`src/rtl/x9_pkg.sv`:
```
// Shared types and default sizing for the X9 run controller.
package x9_pkg;

  typedef enum logic [1:0] {
    IDLE   = 2'd0,
    HOLD   = 2'd1,
    RUN    = 2'd2,
    REPORT = 2'd3
  } run_state_t;

  localparam int X9_CYC_W   = 16;
  localparam int X9_RST_CYC = 2;
  localparam int X9_TIMEOUT = 4000;

endpackage

```
`src/rtl/x9_run_ctrl_run_cycle_ctr.sv`:
```
// Purpose: CW-bit up-counter with sync clear, enable, saturation at all-ones, terminal count at TC_VAL.
// Latency: count updates one cycle after en; tc is a decode of the current count.
// Backpressure: none, the counter simply holds when en is low or it is saturated.
module run_cycle_ctr #(
  parameter int             CW     = 16,
  parameter logic [CW-1:0]  TC_VAL = '1
) (
  input  logic          clk,
  input  logic          reset,
  input  logic          clr,
  input  logic          en,
  output logic [CW-1:0] cnt,
  output logic          tc
);

  always_ff @(posedge clk) begin
    if (reset || clr) begin
      cnt <= '0;
    end else if (en && (cnt != '1)) begin
      cnt <= cnt + CW'(1);
    end
  end

  assign tc = (cnt == TC_VAL);

endmodule

```
`src/rtl/x9_run_ctrl.sv`:
```
// Purpose: owns the X9 core reset; holds it RST_CYC cycles, runs until done/limit, reports. Macro X9_RUN_CTRL_TIMEOUT_EN enables the limit.
// Latency: req to ack is RST_CYC + k + 1 cycles for done in RUN cycle k; all outputs registered.
// Backpressure: req is a level sampled only in IDLE; core_done is sampled only in RUN.
module x9_run_ctrl
  import x9_pkg::*;
#(
  parameter int CW      = X9_CYC_W,
  parameter int RST_CYC = X9_RST_CYC,
  parameter int TIMEOUT = X9_TIMEOUT
) (
  input  logic          clk,
  input  logic          reset,
  input  logic          req,
  input  logic          core_done,
  output logic          core_reset,
  output logic          busy,
  output logic          ack,
  output logic [CW-1:0] cycles,
  output logic          timeout
);

  localparam int HW = (RST_CYC > 1) ? $clog2(RST_CYC) : 1;

  run_state_t    state_q, state_d;
  logic [HW-1:0] hold_q;
  logic          ctr_clr, ctr_en;
  logic          run_tc;
  logic          limit_hit;

  run_cycle_ctr #(
    .CW     (CW),
    .TC_VAL (CW'(TIMEOUT - 1))
  ) u_run_ctr (
    .clk   (clk),
    .reset (reset),
    .clr   (ctr_clr),
    .en    (ctr_en),
    .cnt   (cycles),
    .tc    (run_tc)
  );

`ifdef X9_RUN_CTRL_TIMEOUT_EN
  // tc is true during RUN cycle TIMEOUT, so the count lands on TIMEOUT at the edge
  assign limit_hit = run_tc;

  always_ff @(posedge clk) begin
    if (reset || ctr_clr) begin
      timeout <= 1'b0;
    end else if ((state_q == RUN) && run_tc && !core_done) begin
      timeout <= 1'b1;
    end
  end
`else
  logic tc_unused;
  assign tc_unused = run_tc;
  assign limit_hit = 1'b0;
  assign timeout   = 1'b0;
`endif

  always_ff @(posedge clk) begin
    if (reset) begin
      state_q    <= IDLE;
      hold_q     <= '0;
      core_reset <= 1'b1;
      busy       <= 1'b0;
      ack        <= 1'b0;
    end else begin
      state_q    <= state_d;
      if (state_q == IDLE) begin
        hold_q <= HW'(RST_CYC - 1);
      end else if ((state_q == HOLD) && (hold_q != '0)) begin
        hold_q <= hold_q - HW'(1);
      end
      core_reset <= (state_d != RUN);
      busy       <= (state_d == HOLD) || (state_d == RUN);
      ack        <= (state_d == REPORT);
    end
  end

  always_comb begin
    state_d = state_q;
    ctr_clr = 1'b0;
    ctr_en  = 1'b0;
    case (state_q)
      IDLE: begin
        if (req) begin
          state_d = HOLD;
          ctr_clr = 1'b1;
        end
      end
      HOLD: begin
        if (hold_q == '0) state_d = RUN;
      end
      RUN: begin
        ctr_en = 1'b1;
        if (core_done || limit_hit) state_d = REPORT;
      end
      REPORT:  state_d = IDLE;
      default: state_d = IDLE;
    endcase
  end

endmodule

```
`config.mk`:
```
export PLATFORM = sky130hd
export DESIGN_NAME = x9_run_ctrl
export DESIGN_NICKNAME = d
export VERILOG_FILES = /design/src/rtl/x9_pkg.sv /design/src/rtl/x9_run_ctrl_run_cycle_ctr.sv /design/src/rtl/x9_run_ctrl.sv
export SDC_FILE = /design/constraint.sdc
export NUM_CORES = 1
export LEC_CHECK = 0
export ABC_AREA = 1
export BUFFER_PORTS_ARGS = -buffer_cell sky130_fd_sc_hd__buf_2
export CORE_ASPECT_RATIO = 1.25
export CORE_MARGIN = 4
export CORE_UTILIZATION = 48
export DETAILED_ROUTE_END_ITERATION = 8
export PLACE_DENSITY = 0.83
export REMOVE_ABC_BUFFERS = 1
export SYNTH_ARGS = -nofsm -noshare
export SYNTH_HDL_FRONTEND = slang
export SYNTH_SLANG_ARGS = --single-unit
```
`constraint.sdc`:
```
create_clock -name clk -period 1.6 [get_ports clk]
set_clock_uncertainty 0.15 [all_clocks]
set_input_delay 0.08 -clock clk [delete_from_list [all_inputs] [get_ports clk]]
set_output_delay 0.08 -clock clk [all_outputs]
set_load 0.005 [all_outputs]
```
[Word-level counts from Yosys, hierarchy flattened]
Cells that the tools add are included.
Storage, ports and cells
  output and inout bits: 20
  word-level logic and storage cells: 31
  bits in registers: 22
  input bits: 4
Cells by class
  eq/ne operators: 8
  reduce and logical (&&, ||, !) cells: 6
  mux-type cells: 9
  add/subtract/negate cells: 2
Operators by type and width (count)
  $add 16x1->16 const B: 1
  $ne 16x16->1 const B: 1
  $eq 2x2->1 const B: 4
  $pmux 2 s4: 1
  $mux 2: 3
  $mux 1: 5
  $eq 2x1->1 const B: 2
  $logic_and 1x1->1: 2
  $logic_not 2->1: 1
  $logic_or 1x1->1: 2
  $ne 2x2->1 const B: 1
  $reduce_bool 2->1: 1
  $sub 1x1->1 const B: 1

[Logic depth before layout (Yosys ltp)]
Gate-level depths: netlist of the first run.
  word-level depth: 4
  depth in mapped cells: 9
  gate-level depth less buffers: 9

[Modules after synthesis]
From an unflattened synthesis of the first run, not the netlist that was laid out.
Unflattened totals
  cells, all modules: 191
  area total of the unflattened synthesis: 1242.4 um^2
Modules (own cells, without submodules)
  run_cycle_ctr: cells each 157, times used 1, area each 975.9 um^2, seq. area each 320.3 um^2
  x9_run_ctrl: cells each 34, times used 1, area each 266.5 um^2, seq. area each 120.1 um^2

[Least setup slack after synthesis of the first run]
Ideal clock, no wire load.
  path type: reg-to-reg
  start point: reg u_run_ctr.cnt[0]
  end point: reg u_run_ctr.cnt[14]
  buffers on the path: 1
  period minus slack after synthesis: 1.539 ns
  arrival: 1.274 ns
  setup slack: 0.061 ns
  cell stages (with the launch flop): 8
  data required time: 1.335 ns
  library setup time: 0.115 ns
  cell sequence: dfxtp_1 > ha_1 > inv_1 > nor2_2 > nand4_4 > buf_6 > a21oi_1 > nor2_1
On the way
  cells in the longest elaborated chain, start to end: 2
  elaborated cells between the ends (all ways): 3
  classes of those cells: add/sub (1); eq/ne (1); reduce/logical (1)
Ends and longest elaborated chain
  from (decl): RTL line x9_run_ctrl_run_cycle_ctr.sv:12  | output logic [CW-1:0] cnt,
  from (signal assigned): RTL line x9_run_ctrl_run_cycle_ctr.sv:20  | cnt <= cnt + CW'(1);
  branches (longest 2 deep; another with $add 16x1->16)
Parallel ways; which one is timed is not known.
A chain may end at the register's enable or synchronous reset.

[Worst setup path in the final report of the first run]
  start point: reg u_run_ctr.cnt[2]
  end point: reg u_run_ctr.cnt[9]
Same word-level chain as after synthesis.

==> results.md, run 1 <==
* Maximum vdd drop at about 650 uV
* Largest net degree at the start of global routing at 21
* Sequential-to-total area share from yosys stat at 0.372
* Ys Warns at 0
* Cell row count at 19
* Synth-to-layout area growth at 21.3%
* Critical path data arrival time at approximately 1.6 ns
* Crit path from: u_run_ctr.cnt[2]
* Root Driver: clkbuf_4
* Core area at roughly 2300 um^2
* Initial Utilization at 0.518
* Syn Std Cell Area at 1180 um^2
* Initial antenna violation count at 0
* Setup WS pre-CTS at 0.0974 ns
* Clock sinks at 22
* Seq cells post-synth at 22
* CTS HTree Levels at 1
* CTS Buf Count at 3
* Total track usage at 0.176
* Leading cell type in the layout, fill and taps excluded: nand2_1
* Crit Path Class: reg2reg
* Vias in the first global route at ~1,100
* DR WL/cell at approximately 11 um
* DR DRC count at 0
* Status: finished, final reports clean
* Max cap viols at 0
* Post-Synthesis Cells at approximately 180
* Post-route cell area at around 1400 um^2
* Placed wire-length estimate at 1.92 mm
* Slowest cell delay on critical path at about 0.40 ns
* Post-CTS setup buffer count at 0
* Final core utilization at 0.628
* Worst Hold Class: reg2reg
* CTS tree: built
* Clock Latency Late Sink at 0.31 ns
* Worst setup SP type: flop
* Initial DRC count at 26
* Slowest cell on crit path: dfxtp_1
* Share of layout cells above drive strength 1 at 0.256
* Fin. Hold Viols at 0
* Reg2Reg Setup Slack at 0.09 ns
* Syn Area/Cell at between 6 and 7 um^2
* Synth top area share at 0.372
* Synth cell types at 21
* Routed WL at about 2.6 mm
* Vias per Instance at about 4.9
* First-pass GRT wire length at about 4.5 mm
* Worst setup margin at 0.0905 ns
* Slew Limit Fails at 0
* GPL Wtd Cong at 0.820
* Die H at ~63 um
* CP endpoint: u_run_ctr.cnt[9]
* Leak at roughly 0.62 nW
* DR vias at 1,172
* Most frequent cells in the layout: 45 x nand2_1, 35 x nor2_1, 22 x buf_2
* Io pins at 24
* Die ar. at ~3300 um^2
* Fin crit share at 0.943
* Power consumption at ~0.93 mW
* Final setup viols at 0
* # diodes at 0
* Clock slew at reported path FFs at 0.11 ns
* Fmax at about 660 MHz
* R2R cell count at 6
* Synth top area cells: dfxtp_1 37%, nand2_1 14%, nor2_1 12%
* CP Cell Sequence: nand2_1 > nor2_4 > nand4_4 > buf_4 > a21oi_1 > nor2_1
* Longest Clk Path Bufs at 2
* DP Area at roughly 1400 um^2
* Final #Nets at 214
* Critical Path End Type: flop
* Pre-antenna DRT Iters at 4
* CP Max Fanout at 6
* Grt total ovfl at 0
* Port Buffers at 22
* Routed Antenna Nets at 0
* Reg2reg start: u_run_ctr.cnt[2]
* Pwr/cell area at 648 nW/um^2
* Synth area leader: dfxtp_1
* Worst r2r dst: u_run_ctr.cnt[9]
* Final min period at 1.51 ns
* Die Span X at between 50 and 60 um
* WP data required at approximately 1.7 ns
critical path: cells and delay by family (launching register included):
kind	cells	cell delay [ns]
AND/OR/NAND/NOR	4	0.55
flip-flops	1	0.40
buffers and inverters	1	0.18
AO/OA/AOI/OAI	1	0.13
repair_timing:
action                                  in CTS  in global routing
gates resized for setup                      0                  8
hold buffers                                 3                  0
hold endpoints to repair                     6                  0
endpoints found under the setup margin       0                 11
logic make-up (layout without fill, tap and decap cells):
group,Yosys count,in the layout,share of synthesized area
AOI/OAI and AO/OA,16,16,0.0751
DFF,22,22,0.372
buffers and inverters,21,52,0.0857
and+or+nand+nor,115,115,0.453
adders and majority gates,1,1,0.0106
other,1,1,0.00317
registers in the layout, summed over array words and instances, names as in the netlist:
| name | cells |
|---|---|
| u_run_ctr.cnt | 16 |
| busy | 1 |
| hold_q | 1 |
| core_reset | 1 |
| state_q | 2 |
| ack | 1 |
synthesized netlist by cell type (all sizes together):
library cell  count
or2               1
buf               4
nand3            17
nand4             3
conb              1
inv              17
a21oi            14
nor2             44
a21boi            1
nand2            48
nor3              2
ha                1
a211oi            1
dfxtp            22
how the worst min path moves through the flow:
stage,startpoint,to,slack (ns),cells past startpoint
global route,hold_q,hold_q,0.38,2
CTS,hold_q,hold_q,0.35,2
detailed placement,reset,hold_q,0.17,2
global placement,reset,ack,0.16,2
floorplan,reset,ack,0.002,1
finish,hold_q,hold_q,0.35,2
metrics by stage:
stage	TNS (ns)	std cells	hold slack, ns
5_1_grt	-0.0679	238	0.383
6_report	0	238	0.345
3_3_place_gp	0	232	0.161
2_1_floorplan	0	172	0.00238
4_1_cts	0	238	0.345
3_5_place_dp	0	232	0.167
power by group:
part | leakage, nW | internal (mW) | total (mW) | switching [mW]
Sequential | 0.179 | 0.566 | 0.575 | 0.00957
Combinational | 0.424 | 0.0452 | 0.109 | 0.0635
Clock | 0.0138 | 0.0881 | 0.245 | 0.157
Total | 0.617 | 0.699 | 0.929 | 0.230
final cells by class:
cell class,count,area (um^2)
sequential,22,443
tap,31,38.8
inverter,17,63.8
clock buffer,3,22.5
timing repair buffer,32,205
fill,222,848
multi-input combinational,133,661
per-layer routing:
layer	part of all wire	global-route usage	up-vias	wire length, um
met5	0	0	-	0
met4	0.026	0.0831	0	70
met3	0.038	0.0283	7	101
met2	0.50	0.283	31	1320
met1	0.44	0.224	520	1160
li1	-	-	614	-
Power figures use the tool's default switching activity.
==> run 2: changes to the inputs <==
ABC_AREA = unset   (was 1)
CORE_UTILIZATION = 47   (was 48)
==> results.md, run 2 <==
* Synth top area cells: dfxtp_1 41%, a21oi_1 5.6%, or4_1 4.2%
* Slew Limit Fails at 0
* Synth cell types at 38
* Worst Hold Class: reg2reg
* Post-synth top flop: dfxtp_1
* First-pass GRT wire length at just under 6 mm
* # diodes at 0
* Longest Clk Path Bufs at 2
* Synth Area in Adders at 0.0116
* Max reg flops at 16
* Final setup viols at 13
* Io pins at 24
* Top-count cell post-synth: dfxtp_1
* Synth-to-layout area growth at 63.7%
* CTS HTree Levels at 1
* Initial antenna violation count at 0
* Vias in the first global route at about 1,300
* Grt total ovfl at 0
* Leak at around 0.76 nW
* Synth area leader: dfxtp_1
* Post-synthesis compound-gate area fraction at 0.202
* Final core utilization at 0.805
* Pre-antenna DRT Iters at 4
* Biggest register: u_run_ctr.cnt
* Leading cell type in the layout, fill and taps excluded: buf_4
* Routed WL at about 4.2 mm
* DR DRC count at 0
* Met2 wire length at 2.15 mm
* DR vias at roughly 1,400
* Maximum vdd drop at 668 uV
* CP Cell Sequence: nand4_1 > or3_4 > buf_4 > o31ai_1 > a21oi_2
* Top cells by count, synth: 22 x dfxtp_1, 12 x a21oi_1, 11 x nor2_1, 8 x nand2_1
* Max cap viols at 0
* Post-synth EDFFs at 0
* Status: finished with violations
* CTS tree: built
* Initial DRC count at a little under 80
* Combinational power share at 0.119
* Mux cell area share after synthesis at 0.00930
* GPL Wtd Cong at 0.852
* Hold Slack at about 0.37 ns
* Initial Utilization at 0.492
* DP Area at between 1000 and 1500 um^2
* Synth top area share at 0.409
* Seq pwr share at 0.559
* Final #Nets at slightly below 200
* Placed wire-length estimate at approximately 2.2 mm
* Crit Path Class: reg2reg
* Worst setup SP type: flop
* Post-Synth XOR/XNOR Area at 0
* Ys async rst share at 0
* Post-Synthesis Cells at between 100 and 150
* Pwr/cell area at 580 nW/um^2
* Sw Share at 0.256
* Seq cells post-synth at 22
* Syn Std Cell Area at roughly 1100 um^2
* WP data required at ~1.7 ns
* Syn Area/Cell at about 8.4 um^2
* Root Driver: clkbuf_4
* Largest family of logic cells by synthesized area: simple AND/OR/NAND/NOR gates
* Critical Path End Type: flop
* WP buf/inv at 1
* Port Buffers at 22
* Slowest cell delay on critical path at around 0.46 ns
* Ys Warns at 0
* Reg2Reg Setup Slack at -0.24 ns
* Core area at 2190 um^2
* Clock Latency Late Sink at between 0.3 and 0.4 ns
* Clock sinks at 22
* Crit path from: u_run_ctr.cnt[3]
* Clock slew at reported path FFs at 0.13 ns
* Internal Pwr Total at approximately 0.76 mW
* Reg2reg start: u_run_ctr.cnt[3]
* Total negative setup slack at -2.20 ns
* Vias per Instance at 6.28
* RSZ-0062 raised after global routing: true
* Fin crit share at 1.15
* Fmax at ~540 MHz
* DR WL/cell at around 19 um
* Slowest cell on crit path: or3_4
* Die Span X at 50.8 um
* Switching power at between 0.2 and 0.3 mW
* Sequential-to-total area share from yosys stat at 0.409
* Worst setup margin at -0.243 ns
* Post-Synth Simple-Gate Area at 0.317
* M1 WL at about 1.6 mm
* Cell row count at 19
* Largest regs: u_run_ctr.cnt (16), state_q (2)
* Delay-heaviest family, CP: simple AND/OR/NAND/NOR gates
* Violations in the final reports: negative setup slack
* CTS Buf Count at 3
* Largest net degree at the start of global routing at 13
* Die H at 61.5 um
* Critical path data arrival time at approximately 1.9 ns
* Share of layout cells above drive strength 1 at 0.528
* Die ar. at 3120 um^2
* Total track usage at 0.253
* Post-route cell area at roughly 1800 um^2
* Fin. Hold Viols at 0
* CP Max Fanout at 7
* Routed Antenna Nets at 0
* Clock Power Share at 0.322
* Final min period at between 1.5 and 2 ns
* Origin of the worst min-delay path: u_run_ctr.cnt[11]
* Top sig layer: met4
* Met3 wire length at about 240 um
* Most frequent cells in the layout: 34 x buf_4, 22 x buf_2, 12 x dfxtp_1
-- run 2: cell types whose count changed in the layout (fill, tap and decap cells not counted), sizes merged, moves of 3 or more --
| cell | before | now |
|---|---|---|
| nand2b | 0 | 3 |
| o31ai | 0 | 5 |
| nor3b | 0 | 3 |
| nand2 | 48 | 8 |
| or4 | 0 | 6 |
| o21ai | 0 | 7 |
| nand3 | 17 | 7 |
| nor2 | 44 | 11 |
| or3 | 0 | 4 |
| buf | 29 | 63 |
| inv | 17 | 3 |
-- run 2: kinds of logic after synthesis --
group / after synthesis
AND/OR/NAND/NOR: 61
AO/OA/AOI/OAI: 34
flip-flops: 22
buffers and inverters: 8
multiplexers: 1
adder cells (fa/ha/maj): 1
other: 1
-- run 2: what timing repair did --
item	4_1_cts	5_1_grt
hold buffers	3	0
resized for setup	30	23
endpoints found under the setup margin	16	16
endpoints found under the hold margin	6	0
buffers inserted	6	2
cloned	1	0
pin swaps	17	17
-- run 2: power by group through the flow --
stage	Combinational, mW	Sequential, mW	Clock (mW)
final	0.122	0.571	0.329
after global routing	0.132	0.572	0.346
after CTS	0.115	0.571	0.326
after detailed placement	0.105	0.581	0
after global placement	0.0994	0.581	0
after floorplan	0.0486	0.586	0
-- run 2: routing by layer --
metal	track usage	vias to the layer above
li1	-	613
met2	0.466	85
met4	0.154	0
met3	0.0387	29
met1	0.276	679
met5	0	-
-- run 2: worst paths after layout --
kind / to / cells past startpoint
hold / removal: u_run_ctr.cnt[11] / 2
setup reg to reg: u_run_ctr.cnt[13] / 5
setup / recovery: u_run_ctr.cnt[13] / 5
hold reg to reg: u_run_ctr.cnt[11] / 2
-- run 2: stage by stage --
stage / total power, mW / worst slack [ns] / cells
after floorplan: 0.635 / -0.776 / 123
after global placement: 0.680 / -0.201 / 209
after detailed placement: 0.686 / -0.246 / 209
after CTS: 1.01 / -0.212 / 223
after global routing: 1.05 / -0.279 / 224
final: 1.02 / -0.243 / 224
-- run 2: worst reg2reg max path, stage by stage (launching register included) --
cell and delay (ns):
dfxtp_2 0.36, nand4_1 0.14, or3_4 0.46, buf_4 0.16, o31ai_1 0.37, a21oi_2 0.10
-- run 2: layout make-up --
| type | instances | area (um^2) |
|---|---|---|
| fillers | 137 | 425 |
| flip-flops and latches | 22 | 458 |
| multi-input cells | 98 | 734 |
| well taps | 31 | 38.8 |
| repair buffers | 66 | 483 |
| clock buffers | 4 | 36.3 |
| inverters | 3 | 11.3 |
==> run 3: changes to the inputs <==
CELL_PAD_IN_SITES_DETAIL_PLACEMENT = 0   (was unset)
CELL_PAD_IN_SITES_GLOBAL_PLACEMENT = 2   (was unset)
CORE_UTILIZATION = 27   (was 47)
PLACE_DENSITY = 0.81   (was 0.83)
==> results.md, run 3 (same netlist as run 2, synthesis figures left out) <==
* Synth-to-layout area growth at 69.1%
* Pre-antenna DRT Iters at 4
* Worst Hold Class: in2reg
* Clock Latency Late Sink at around 0.26 ns
* Worst setup SP type: flop
* CP Max Fanout at 8
* Die Span X at 64.5 um
* CTS Buf Count at 3
* Biggest register: u_run_ctr.cnt
* Final setup viols at 12
* CP Cell Sequence: nand3_2 > or3_4 > or4_4 > a21oi_2
* Max reg flops at 16
* CTS tree: built
* Vias per Instance at ~4.9
* WP buf/inv at 0
* Placed wire-length estimate at ~2.4 mm
* Core area at between 3000 and 4000 um^2
* Filler Cells Inserted at 389
* Fmax at around 570 MHz
* Cell row count at 25
* DP Cell Count at around 240
* Internal Pwr Total at between 0.9 and 1 mW
* Clock slew at reported path FFs at 0.08 ns
* Final #Nets at between 200 and 250
* R2R cell count at 4
* Vias in the first global route at 1,296
* Pwr/cell area at between 600 and 700 nW/um^2
* DR DRC count at 0
* Violations in the final reports: negative setup slack
* Total track usage at 0.142
* Slew Limit Fails at 0
* Routed Antenna Nets at 0
* RSZ-0062 raised after global routing: true
* Initial DRC count at a little over 60
* Initial antenna violation count at 0
* Grt total ovfl at 0
* Most frequent cells in the layout: 40 x buf_4, 22 x buf_2, 13 x dfxtp_1
* Largest net degree at the start of global routing at 14
* Final min period at approximately 1.8 ns
* Die H at just under 80 um
* Seq pwr share at 0.467
* Setup WS pre-CTS at -0.264 ns
* Leading cell type in the layout, fill and taps excluded: buf_4
* Reg2Reg Setup Slack at -0.16 ns
* Root Driver: clkbuf_8
* Final core utilization at 0.477
* GPL Wtd Cong at just under 0.9
* Clock sinks at 22
* Switching power at between 0.2 and 0.3 mW
* First-pass GRT wire length at between 5 and 6 mm
* Largest regs: u_run_ctr.cnt (16), state_q (2)
* Routed WL at between 3 and 4 mm
* Hold Path Stages at 5
* Critical path data arrival time at around 1.8 ns
* Delay-heaviest family, CP: simple AND/OR/NAND/NOR gates
* Status: finished with violations
* CTS HTree Levels at 1
* Slowest cell delay on critical path at between 0.5 and 0.6 ns
* DR WL/cell at 13.3 um
* CP Depth at 4
* Sw Share at 0.215
* Power consumption at around 1.2 mW
* Die ar. at a little over 5000 um^2
* Io pins at 24
* Maximum vdd drop at 373 uV
* Max cap viols at 0
* Fin cells at 249
* Leak at just under 0.8 nW
* Clock Power Share at 0.429
* Slowest cell on crit path: or4_4
* Port Buffers at 22
* # diodes at 0
* Crit Path Class: reg2reg
* Critical Path End Type: flop
* Share of layout cells above drive strength 1 at 0.549
* WP data required at around 1.7 ns
* Fin crit share at 1.10
* Total negative setup slack at -1.13 ns
* DR vias at roughly 1,200
* Worst setup margin at -0.160 ns
* Fin. Hold Viols at 0
* Combinational power share at 0.105
* Initial Utilization at 0.282
* Longest Clk Path Bufs at 2
==> run 3: changes by cell type in the layout (fill, tap and decap cells not counted), sizes merged <==
cell,change
buf,+3
bufinv,+1
clkbuf,-1
dlygate4sd3,-1
==> run 3: final timing paths <==
check | start | end
worst max-delay path | u_run_ctr.cnt[1] | u_run_ctr.cnt[13]
worst min-delay path | req | state_q[0]
worst max register to register | u_run_ctr.cnt[1] | u_run_ctr.cnt[13]
worst min register to register | hold_q | hold_q
==> run 3: repair_timing <==
action	CTS	global route
endpoints found under the setup margin	16	15
resized for setup	27	27
buffers inserted	5	1
cloned	1	0
pin swaps	14	10
hold buffers	2	0
endpoints found under the hold margin	6	0
==> run 3: area by class of cell <==
cell class              count  area [um^2]  area share
clock buffers               3         41.3      0.0227
clock inverters             1         30.0      0.0165
inverters                   3         11.3     0.00619
multi-input cells          98          737       0.405
flip-flops and latches     22          457       0.251
well taps                  54         67.6      0.0371
repair buffers             68          475       0.261
==> run 3: tightest hold or removal path, stage by stage <==
cell and delay (ns):
buf_2 0.10, mux2i_1 0.06, nor2_1 0.08, a21oi_1 0.05, nor2_1 0.07
==> run 3: stage by stage <==
stage	area [um^2]	hold slack [ns]
2_1_floorplan	1040	-0.000934
3_3_place_gp	1500	0.189
3_5_place_dp	1500	0.194
4_1_cts	1720	0.0546
5_1_grt	1820	0.104
6_report	1820	0.0609
==> run 3: power by group through the flow <==
| stage | logic (mW) | registers [mW] | clock network, mW |
|---|---|---|---|
| 2_1_floorplan | 0.0486 | 0.586 | 0 |
| 5_1_grt | 0.140 | 0.572 | 0.574 |
| 4_1_cts | 0.116 | 0.571 | 0.539 |
| 3_5_place_dp | 0.106 | 0.582 | 0 |
| 6_report | 0.128 | 0.570 | 0.524 |
| 3_3_place_gp | 0.104 | 0.581 | 0 |
==> run 3: metal layers <==
layer,global-route usage,part of all wire,routed length (um)
met1,0.157,0.40,1320
met2,0.261,0.55,1810
met3,0.0315,0.045,149
met4,0.0486,0.0076,25
met5,0,0,0
